File: src/rtl/multicycle_add_sub_if.sv
// Operand/result bundle for the multi-cycle adder/subtractor.
// master drives the request side, slave (the datapath) drives status and results.
interface multicycle_add_sub_if #(
  parameter int WIDTH = 32
);
  logic             START;
  logic [WIDTH-1:0] A;
  logic [WIDTH-1:0] B;
  logic             SnA;
  logic             BUSY;
  logic             DONE;
  logic [WIDTH-1:0] Y;
  logic             CO;
  logic             OVF;
  logic             ZERO;

  modport master (
    output START, A, B, SnA,
    input  BUSY, DONE, Y, CO, OVF, ZERO
  );

  modport slave (
    input  START, A, B, SnA,
    output BUSY, DONE, Y, CO, OVF, ZERO
  );
endinterface

File: src/rtl/multicycle_add_sub.sv
// Multi-cycle add/subtract: CHUNK bits per clock with a registered carry between slices.
// Latency NCHUNK cycles from the accepting START edge; START is ignored while BUSY.
module multicycle_add_sub #(
  parameter int WIDTH = 32,
  parameter int CHUNK = 8
) (
  input logic                CLK,
  input logic                RST,
  multicycle_add_sub_if.slave bus
);
  localparam int NCHUNK = WIDTH / CHUNK;
  localparam int IDXW   = (NCHUNK > 1) ? $clog2(NCHUNK) : 1;
  localparam logic [IDXW-1:0] LAST = IDXW'(NCHUNK - 1);

  typedef enum logic {IDLE, RUN} state_t;

  state_t           state, stateNext;
  logic [IDXW-1:0]  idx, idxNext;
  logic             carry, carryNext;
  logic [WIDTH-1:0] aReg, aNext, bReg, bNext, acc, accNext, yReg, yNext;
  logic             coReg, coNext, ovfReg, ovfNext, zeroReg, zeroNext, doneReg, doneNext;

  logic [CHUNK-1:0] aSlice, bSlice;
  logic [CHUNK:0]   sliceSum;
  logic             msbCin;

  always_comb begin
    aSlice   = aReg[idx*CHUNK +: CHUNK];
    bSlice   = bReg[idx*CHUNK +: CHUNK];
    sliceSum = {1'b0, aSlice} + {1'b0, bSlice} + {{CHUNK{1'b0}}, carry};
    // Carry into the slice MSB recovered from the sum bit; on the last slice this is cin(MSB).
    msbCin   = aSlice[CHUNK-1] ^ bSlice[CHUNK-1] ^ sliceSum[CHUNK-1];
  end

  always_comb begin
    stateNext = state;
    idxNext   = idx;
    carryNext = carry;
    aNext     = aReg;
    bNext     = bReg;
    accNext   = acc;
    yNext     = yReg;
    coNext    = coReg;
    ovfNext   = ovfReg;
    zeroNext  = zeroReg;
    doneNext  = 1'b0;

    case (state)
      IDLE: begin
        if (bus.START) begin
          aNext     = bus.A;
          bNext     = bus.SnA ? ~bus.B : bus.B;
          carryNext = bus.SnA;
          idxNext   = '0;
          stateNext = RUN;
        end
      end
      RUN: begin
        accNext[idx*CHUNK +: CHUNK] = sliceSum[CHUNK-1:0];
        carryNext = sliceSum[CHUNK];
        idxNext   = idx + IDXW'(1);
        if (idx == LAST) begin
          yNext     = accNext;
          coNext    = sliceSum[CHUNK];
          ovfNext   = msbCin ^ sliceSum[CHUNK];
          zeroNext  = (accNext == '0);
          doneNext  = 1'b1;
          idxNext   = '0;
          stateNext = IDLE;
        end
      end
      default: stateNext = IDLE;
    endcase
  end

  always_ff @(posedge CLK or negedge RST) begin
    if (!RST) begin
      state   <= IDLE;
      idx     <= '0;
      carry   <= 1'b0;
      aReg    <= '0;
      bReg    <= '0;
      acc     <= '0;
      yReg    <= '0;
      coReg   <= 1'b0;
      ovfReg  <= 1'b0;
      zeroReg <= 1'b1;
      doneReg <= 1'b0;
    end else begin
      state   <= stateNext;
      idx     <= idxNext;
      carry   <= carryNext;
      aReg    <= aNext;
      bReg    <= bNext;
      acc     <= accNext;
      yReg    <= yNext;
      coReg   <= coNext;
      ovfReg  <= ovfNext;
      zeroReg <= zeroNext;
      doneReg <= doneNext;
    end
  end

  assign bus.BUSY = (state == RUN);
  assign bus.DONE = doneReg;
  assign bus.Y    = yReg;
  assign bus.CO   = coReg;
  assign bus.OVF  = ovfReg;
  assign bus.ZERO = zeroReg;
endmodule
File: src/flat_wrapper.sv
// flat-port wrapper written by rule: the top's interface ports become plain ports
module multicycle_add_sub_flat 
#(
  parameter int WIDTH = 32,
  parameter int CHUNK = 8
)
  (CLK, RST, bus_START, bus_A, bus_B, bus_SnA, bus_BUSY, bus_DONE, bus_Y, bus_CO, bus_OVF, bus_ZERO);
  multicycle_add_sub_if #(.WIDTH(WIDTH)) bus_i ();
  input logic CLK;
  input logic RST;
  input wire logic [$bits(bus_i.START)-1:0] bus_START;
  input wire logic [$bits(bus_i.A)-1:0] bus_A;
  input wire logic [$bits(bus_i.B)-1:0] bus_B;
  input wire logic [$bits(bus_i.SnA)-1:0] bus_SnA;
  output wire logic [$bits(bus_i.BUSY)-1:0] bus_BUSY;
  output wire logic [$bits(bus_i.DONE)-1:0] bus_DONE;
  output wire logic [$bits(bus_i.Y)-1:0] bus_Y;
  output wire logic [$bits(bus_i.CO)-1:0] bus_CO;
  output wire logic [$bits(bus_i.OVF)-1:0] bus_OVF;
  output wire logic [$bits(bus_i.ZERO)-1:0] bus_ZERO;
  assign bus_i.START = bus_START;
  assign bus_i.A = bus_A;
  assign bus_i.B = bus_B;
  assign bus_i.SnA = bus_SnA;
  assign bus_BUSY = bus_i.BUSY;
  assign bus_DONE = bus_i.DONE;
  assign bus_Y = bus_i.Y;
  assign bus_CO = bus_i.CO;
  assign bus_OVF = bus_i.OVF;
  assign bus_ZERO = bus_i.ZERO;
  multicycle_add_sub #(.WIDTH(WIDTH), .CHUNK(CHUNK)) u_core (.CLK(CLK), .RST(RST), .bus(bus_i));
endmodule
File: config.mk
export PLATFORM = sky130hd
export DESIGN_NAME = multicycle_add_sub_flat
export DESIGN_NICKNAME = d
export VERILOG_FILES = /design/src/rtl/multicycle_add_sub_if.sv /design/src/rtl/multicycle_add_sub.sv /design/src/flat_wrapper.sv
export SDC_FILE = /design/constraint.sdc
export NUM_CORES = 1
export LEC_CHECK = 0
export ABC_AREA = 1
export BUFFER_PORTS_ARGS = -buffer_cell sky130_fd_sc_hd__buf_2
export CAP_MARGIN = 40
export CORE_UTILIZATION = 33
export CTS_CLUSTER_SIZE = 40
export DETAILED_ROUTE_END_ITERATION = 10
export MAX_ROUTING_LAYER = met4
export SLEW_MARGIN = 20
export SYNTH_ARGS = -nofsm -noshare
export SYNTH_HDL_FRONTEND = slang
export SYNTH_SLANG_ARGS = --single-unit
File: constraint.sdc
create_clock -name CLK -period 8.83 [get_ports CLK]
set_input_delay 1.766 -clock CLK [delete_from_list [all_inputs] [get_ports CLK]]
set_output_delay 1.766 -clock CLK [all_outputs]
set_load 0.02 [all_outputs]
## Yosys cells after proc, flatten, opt, wreduce, memory -nomap -nowiden

Cells that the tools add are included.

| word-level totals | value |
|---|---|
| bits in registers | 136 |
| input port bits | 68 |

| cells by class | value |
|---|---|
| add/sub/neg operators | 4 |
| equal/unequal tests | 2 |
| shift-type cells | 4 |
| muxes and demuxes | 12 |
| bitwise operators | 5 |
| reduce and logical (&&, ||, !) cells | 3 |

Operators by type and width:

| cell | number |
|---|---|
| indexed part select 32 x 6 -> 8 bit | 2 |
| negation 5 -> 34 bit | 1 |
| variable shift 8 x 34 -> 32 bit (first input constant) | 1 |
| indexed part select 8 x 34 -> 32 bit | 1 |
| bitwise mux 32 bit | 1 |
| zero test 32 bit | 1 |
| two-way mux 32 bit | 1 |
| NOT 32 bit | 1 |
| adder 8 x 8 -> 9 bit | 1 |
| adder 9 x 1 -> 9 bit | 1 |
| two-way mux 1 bit | 5 |
| two-way mux 2 bit | 2 |
| case mux 1 bit (2 select lines) | 2 |
| case mux 2 bit (2 select lines) | 1 |
| AND reduction 2 bit | 2 |
| bitwise XOR 1 bit | 3 |
| adder 2 x 1 -> 2 bit (second input constant) | 1 |
| == test 2 bit (second input constant) | 1 |
| inequality test 2 bit (second input constant) | 1 |
| NOT 1 bit | 1 |

## Longest topological paths before layout

Gate-level depths: netlist of run 1.

| logic depth | value |
|---|---|
| depth in word-level cells | 6 |
| depth in mapped cells | 19 |
| depth with buffers taken out | 17 |

## Worst setup path before layout of run 1

OpenSTA, ideal clock, no wires.

| path | value |
|---|---|
| kind | register to register |
| start point | reg u_core.idx[0] |
| end point | reg u_core.zeroReg, in the netlist u_core.bus.ZERO |
| setup time | 0.076 ns |
| arrival time | 2.918 ns |
| slack | 5.836 ns |
| cell stages (with the launch flop) | 20 |
| path buffers | 3 |
| cell sequence | dfrtp_1 > buf_6 > buf_2 > clkbuf_1 > nor2_1 > o22ai_1 > fa_1 > fa_1 > nand2_1 > nand2_1 > nand3_1 > nand2_1 > nand2_1 > nand3_1 > nor2_1 > nand2_1 > o21ai_0 > nor2_1 > nand3_1 > nand2_1 |

| on the way | value |
|---|---|
| word-level cells in the longest chain between the ends | 6 |
| elaborated cells on any way between the ends | 11 |
| those cells by class | add/sub: 3; eq/ne: 1; shift: 4; mux: 1; reduce/logical: 2 |

Ends and longest elaborated chain:

| item | line | source |
|---|---|---|
| start, declared | multicycle_add_sub.sv:18 | `logic [IDXW-1:0] idx, idxNext;` |
| start signal, assigned | multicycle_add_sub.sv:91 | `idx <= idxNext;` |
| indexed part select 32 x 6 -> 8 bit, on equally long branches | multicycle_add_sub.sv:28, multicycle_add_sub.sv:29 |  |
| adder 8 x 8 -> 9 bit | multicycle_add_sub.sv:30 | `sliceSum = {1'b0, aSlice} + {1'b0, bSlice} + {{CHUNK{1'b0}}, carry};` |
| adder 9 x 1 -> 9 bit | multicycle_add_sub.sv:30 |  |
| indexed part select 8 x 34 -> 32 bit | multicycle_add_sub.sv:59 | `accNext[idx*CHUNK +: CHUNK] = sliceSum[CHUNK-1:0];` |
| bitwise mux 32 bit | multicycle_add_sub.sv:59 |  |
| zero test 32 bit | multicycle_add_sub.sv:66 | `zeroNext = (accNext == '0);` |
| end signal, assigned | multicycle_add_sub.sv:99 | `zeroReg <= zeroNext;` |
| end, declared | multicycle_add_sub.sv:21 | `logic coReg, coNext, ovfReg, ovfNext, zeroReg, zeroNext, doneReg, doneNext;` |

Parallel ways exist; a longest one is shown, timed or not.
A chain may end at the register's enable or synchronous reset.

## Final worst setup path of run 1

| path | value |
|---|---|
| start point | reg u_core.idx[1] |
| end point | reg u_core.zeroReg, in the netlist u_core.bus.ZERO |

The elaborated chain is that of the path after synthesis.

==> results.json, run 1 <==
{
  "worst_clock_skew_ns": 0.00823,
  "cts_hold_buf": 0,
  "leakage_nw": 4.14,
  "drc_errors": 0,
  "fillers": 2041,
  "grt_pass1_vias": 5601,
  "required_ns": 9.19,
  "slowest_delay_ns": 0.77,
  "critPathBufInv": 1,
  "final_max_slew_viol_count": 0,
  "postCtsSetupRepairBufs": 0,
  "cts_buffer_depth": 2,
  "postRouteAntennaNets": 0,
  "dp_slack_ns": 5.06,
  "post-route-period-util_pct": 42.3,
  "start_kind": "flip-flop",
  "path_class": "reg -> reg",
  "slew_headroom_pct": 48.6,
  "cts_resized": 0,
  "htreeDepth": 4,
  "antenna_found_initial": 0,
  "cp_cell_sequence": "inv_1 > o21ai_0 > o22ai_1 > fa_1 > fa_1 > nand2_1 > nand2_1 > nand3_1 > nand2_1 > nand2_1 > nand3_1 > nor2_1 > nand2_1 > o21ai_0 > nor2_1 > nand3_1 > nand2_1",
  "drive_gt1_share_pct": 15.9,
  "synth.distinct_cells": 29,
  "syn_to_final_growth_pct": 22.4,
  "hold_violations": 0,
  "synthFlopType": "dfrtp_1",
  "netlist_area_um2": 6720,
  "num_rows": 51,
  "clkLatencyLatePin_ns": 0.43,
  "synth_fp_nets": 928,
  "die_h_um": 145,
  "layout.cells.non_filler": 1216,
  "grt_max_degree": 98,
  "wl_per_cell_um": 15.1,
  "endpoint_kind": "flip-flop",
  "avgSynthCellArea_um2": 7.95,
  "viasPerCell": 4.81,
  "synth.area.top_cells": "dfrtp_1 (50%), nand2_1 (17%), o21ai_0 (8.5%)",
  "totalWireLength_um": 18400,
  "synth_top_area_share_pct": 50.3,
  "fin_crit_ns": 3.73,
  "synth_seq_area_share_pct": 50.7,
  "first_iter_violations": 407,
  "power.density_nw_per_um2": 440,
  "hold_path_class": "reg -> reg",
  "cap_violations": 0,
  "postSynthRegisterBits": 136,
  "rsz0062_at_grt": "false",
  "fin_nets": 1021,
  "root_buffer": "clkbuf_16",
  "place_congestion": 0.887,
  "tritoncts": "yes",
  "status": "finished, final reports clean",
  "layout_setup_ws_ns": 5.10,
  "post-route-util_pct": 41.7,
  "ioPinCount": 105,
  "die_w_um": 145,
  "core_um2": 19700,
  "diodes": 0,
  "io_buffers": 104,
  "drtPass1Iterations": 6,
  "postSynthCellCount": 845,
  "overflow": 0,
  "dp_hpwl_um": 12900,
  "synth.yosys.warnings": 0,
  "synthArstFlopShare_pct": 100,
  "cts_buffers": 17,
  "fmax_mhz": 268,
  "crit_family": "simple AND/OR/NAND/NOR gates",
  "synth-edff-count": 0,
  "max-vdd-ir-drop_uv": 248,
  "clkTransAtPathRegs_ns": 0.06,
  "via_count": 5846,
  "cts.sinks": 136,
  "grt_pass1_wl_um": 29400,
  "crit_fanout": 21,
  "initial_core_util_pct": 34.1,
  "fp.dieArea_um2": 20900,
  "setup_viol": 0,
  "critPathSlowestCell": "dfrtp_1",
  "netlist.top_cell.by_area": "dfrtp_1",
  "arrival_ns": 4.09,
  "fin_setup_tns_ns": 0,
  "crit_top_cell": "nand2_1",
  "tightest_slew_ns": 0.766,
  "dp_cells": 1182,
  "track_usage_pct": 19.2
}
-- sequential cells by signal, summed over array words and instances, names as in the netlist --
| signal | count |
|---|---|
| u_core.bus.OVF | 1 |
| u_core.bus.Y | 32 |
| u_core.idx | 2 |
| u_core.carry | 1 |
| u_core.bReg | 32 |
| u_core.bus.ZERO | 1 |
| u_core.bus.CO | 1 |
| u_core.acc | 32 |
| u_core.bus.DONE | 1 |
| u_core.bus.BUSY | 1 |
| u_core.aReg | 32 |
-- per-stage QoR --
step	instance area (um2)	total power, W	hold WS (ns)
floorplan	6720	0.00228	0.444
global placement	7450	0.00279	0.460
detailed placement	7530	0.00283	0.463
CTS	8170	0.00362	0.478
global route	8220	0.00392	0.491
finish	8220	0.00361	0.473
-- placed cells by master, fill, tap and decap left out, types with 2 or more instances in the layout --
master,instances
nand2_1,296
dfrtp_1,135
o21ai_0,114
buf_2,103
nor2_1,70
inv_1,47
nand3_1,36
xnor2_1,32
o22ai_1,19
clkbuf_16,17
ha_1,13
nand4_1,11
a31oi_1,9
a21oi_1,6
buf_4,5
bufinv_16,4
clkinv_2,3
clkbuf_8,3
buf_16,3
clkinv_1,2
fa_1,2
clkinv_4,2
buf_8,2
-- synthesized netlist by cell type, drive strengths merged (6+ instances only) --
library cell / n
a21oi: 6
a31oi: 9
buf: 8
clkbuf: 33
dfrtp: 135
ha: 13
inv: 48
nand2: 297
nand3: 37
nand4: 11
nor2: 70
o21ai: 114
o22ai: 19
xnor2: 32
-- worst register-to-register path, stage by stage, from the launching register on --
cell	delay, ns
dfrtp_1	0.77
inv_1	0.47
o21ai_0	0.19
o22ai_1	0.11
fa_1	0.49
fa_1	0.44
nand2_1	0.11
nand2_1	0.08
nand3_1	0.09
nand2_1	0.05
nand2_1	0.12
nand3_1	0.08
nor2_1	0.24
nand2_1	0.08
o21ai_0	0.14
nor2_1	0.09
nand3_1	0.08
nand2_1	0.05
-- cells by family (layout without fill, tap and decap cells) --
kind of cell | count (synthesis) | in the layout | share of synthesized area, %
XOR/XNOR | 33 | 33 | 4.30
buffers and inverters | 91 | 197 | 5.27
adder cells (fa/ha/maj) | 15 | 15 | 3.02
AO/OA/AOI/OAI | 152 | 152 | 12.0
AND/OR/NAND/NOR | 418 | 418 | 24.7
flip-flops | 136 | 136 | 50.7
-- worst paths after layout --
check	startpoint	to	slack, ns	cells past startpoint
setup / recovery	u_core.idx[1]$_DFFE_PN0P_	u_core.bus.ZERO$_DFFE_PN1P_	5.10	17
min in group asynchronous	RST	u_core.bus.Y[30]$_DFFE_PN0P_	1.30	1
setup reg to reg	u_core.idx[1]$_DFFE_PN0P_	u_core.bus.ZERO$_DFFE_PN1P_	5.10	17
max in group asynchronous	RST	u_core.bReg[11]$_DFFE_PN0P_	6.47	3
hold reg to reg	u_core.bus.Y[16]$_DFFE_PN0P_	u_core.bus.Y[16]$_DFFE_PN0P_	0.47	2
hold / removal	u_core.bus.Y[16]$_DFFE_PN0P_	u_core.bus.Y[16]$_DFFE_PN0P_	0.47	2
-- layer usage --
layer	global-route usage [%]	wire (um)	part of all wire [%]	vias to the layer above
li1	-	-	-	2929
met1	25.1	8830	48	2726
met2	29.5	8500	46	165
met3	3.88	764	4.2	26
met4	6.76	288	1.6	0
met5	-	0	0	-
-- cell type report --
class	count	area [um2]	share of cell area, %
Clock buffer	21	470	5.72
Clock inverter	11	169	2.06
Inverter	50	188	2.28
Multi-Input combinational cell	618	2960	36.0
Sequential cell	136	3400	41.4
Tap cell	265	332	4.03
Timing Repair Buffer	115	697	8.48
-- power breakdown --
group	switching, W	leakage (nW)	internal (W)
Combinational	0.00120	2.07	0.000585
Clock	0.000276	0.313	0.000495
Sequential	0.000163	1.75	0.000891
Power figures use the tool's default switching activity.
==> run 2, diff against run 1 <==
Clock period 8.83 ns to 3.6 ns, I/O delays scaled along.
==> run 2 against run 1 <==
Effect of this change: critical path depth did not move; global-route usage shrank 0.095 points; final cell count increased by 0.16%; total power rose by 140%; fmax is 16% higher; clock power is 120% higher; setup slack worse by 4.7 ns; sequential share of layout area increased by 0.38 points; critical endpoint unchanged.
==> results.json, run 2 (synthesis results as in run 1) <==
{
  "status": "finished, final reports clean",
  "start_kind": "flip-flop",
  "seq_area_um2": 3400,
  "tritoncts": "yes",
  "track_usage_pct": 19.1,
  "place_congestion": 0.861,
  "totalWireLength_um": 18000,
  "use_met1_pct": 26.0,
  "grt_max_degree": 97,
  "tightest_slew_ns": 0.740,
  "antenna_found_initial": 0,
  "multi_input_area_um2": 2960,
  "drive_gt1_share_pct": 16.2,
  "diodes": 0,
  "p_seq_share_pct": 29.6,
  "htreeDepth": 4,
  "grt_pass1_wl_um": 29100,
  "final_max_slew_viol_count": 0,
  "fin_nets": 1024,
  "regToRegStartpoint": "u_core.idx[0]$_DFFE_PN0P_",
  "fin_setup_tns_ns": 0,
  "clkLatencyLatePin_ns": 0.44,
  "die_w_um": 145,
  "first_iter_violations": 383,
  "cts_resized": 0,
  "r2r_setup_slack_ns": 0.39,
  "viasPerCell": 4.73,
  "grt_pass1_vias": 5379,
  "cts_buffer_depth": 2,
  "num_rows": 51,
  "syn_to_final_growth_pct": 21.3,
  "cts_hold_buf": 0,
  "wl_per_cell_um": 14.8,
  "cts.sinks": 136,
  "hold_violations": 0,
  "max-vdd-ir-drop_uv": 518,
  "postCtsSetupRepairBufs": 0,
  "hold_path_class": "in -> async",
  "globalRouteMet2Util_pct": 28.4,
  "internal_power_w": 0.00462,
  "dp_hpwl_um": 12700,
  "fin_crit_ns": 3.21,
  "drtPass1Iterations": 5,
  "final_common_cell": "nand2_1",
  "final_area_um2": 8150,
  "place_area_um2": 7530,
  "final_cell_mix": "nand2_1 (296), dfrtp_1 (135), o21ai_0 (114), buf_2 (103), nor2_1 (70)",
  "path_class": "reg -> reg",
  "switching_share_pct": 46.7,
  "core_um2": 19700,
  "crit_fanout": 20,
  "cts_buffers": 17,
  "fmax_mhz": 312,
  "fp.dieArea_um2": 20900,
  "drc_errors": 0,
  "fillers": 2039,
  "power.density_nw_per_um2": 1060,
  "post-route-period-util_pct": 89.0,
  "grt_use_met3_pct": 3.62,
  "arrival_ns": 3.57,
  "io_buffers": 104,
  "initial_core_util_pct": 34.1,
  "clkTransAtPathRegs_ns": 0.06,
  "r2r-end": "u_core.bus.ZERO$_DFFE_PN1P_",
  "postRouteAntennaNets": 0,
  "setup_viol": 0,
  "via_count": 5760,
  "crit_end": "u_core.bus.ZERO$_DFFE_PN1P_",
  "required_ns": 3.96,
  "p_clk_share_pct": 19.4,
  "busiest_layer": "met2",
  "die_h_um": 145,
  "slew_headroom_pct": 50.4,
  "r2r_cells": 17,
  "p_sw_w": 0.00405,
  "leakage_nw": 4.11,
  "overflow": 0,
  "p_comb_share_pct": 51.1,
  "root_buffer": "clkbuf_16",
  "ioPinCount": 105,
  "crit_start": "u_core.idx[0]$_DFFE_PN0P_",
  "rsz0062_at_grt": "false",
  "endpoint_kind": "flip-flop",
  "cap_violations": 0,
  "worst_clock_skew_ns": 0.0139
}
-- run 2: changes by cell type in the layout (fill, tap and decap cells not counted), moves of 2 or more --
| cell | change |
|---|---|
| buf_4 | +5 |
| bufinv_16 | -3 |
| clkinvlp_4 | +2 |
| buf_8 | -2 |
-- run 2: cell type report --
type / instances / share of cell area, %
inverters: 50 / 2.30
clock inverters: 11 / 1.21
flip-flops and latches: 136 / 41.8
repair buffers: 118 / 8.56
clock buffers: 20 / 5.73
well taps: 265 / 4.07
multi-input cells: 618 / 36.3
-- run 2: power groups by stage --
stage	Combinational [W]	Sequential, W	Clock, W
after floorplan	0.00292	0.00267	0
after global placement	0.00433	0.00258	0
after detailed placement	0.00439	0.00258	0
after CTS	0.00442	0.00256	0.00171
after global routing	0.00501	0.00263	0.00177
final	0.00443	0.00256	0.00168
-- run 2: critical path, stage by stage (launching register included) --
cell,delay [ns]
dfrtp_1,0.40
buf_4,0.20
o21ai_0,0.17
o22ai_1,0.12
fa_1,0.48
fa_1,0.43
nand2_1,0.11
nand2_1,0.08
nand3_1,0.10
nand2_1,0.06
nand2_1,0.14
nand3_1,0.10
nor2_1,0.23
nand2_1,0.08
o21ai_0,0.20
nor2_1,0.10
nand3_1,0.08
nand2_1,0.05
-- run 2: worst min path at each step --
stage / startpoint / slack [ns] / to / cells past startpoint
floorplan: RST / 0.42 / u_core.aReg[0]$_DFFE_PN0P_ / 0
global placement: u_core.aReg[16]$_DFFE_PN0P_ / 0.46 / u_core.aReg[16]$_DFFE_PN0P_ / 2
detailed placement: u_core.bus.Y[24]$_DFFE_PN0P_ / 0.46 / u_core.bus.Y[24]$_DFFE_PN0P_ / 2
CTS: RST / 0.26 / u_core.bus.Y[21]$_DFFE_PN0P_ / 1
global route: RST / 0.28 / u_core.bus.Y[21]$_DFFE_PN0P_ / 1
finish: RST / 0.24 / u_core.bus.Y[21]$_DFFE_PN0P_ / 1
-- run 2: metal layers --
layer  vias to the layer above  share of wire (%)  routed length, um
li1                       2930                  -                  -
met1                      2655                 49               8820
met2                       159                 45               8130
met3                        16                4.3                765
met4                         0                1.5                266
met5                         -                  0                  0
-- run 2: stage by stage --
stage	setup WS (ns)	hold WS [ns]	total power (W)	cells	utilization [%]
CTS	0.402	0.257	0.00869	1216	41.1
floorplan	0.606	0.424	0.00559	845	-
global route	0.0814	0.282	0.00942	1218	41.3
finish	0.395	0.242	0.00867	1218	41.3
detailed placement	0.423	0.461	0.00697	1185	38.2
global placement	0.382	0.461	0.00691	1184	38.1
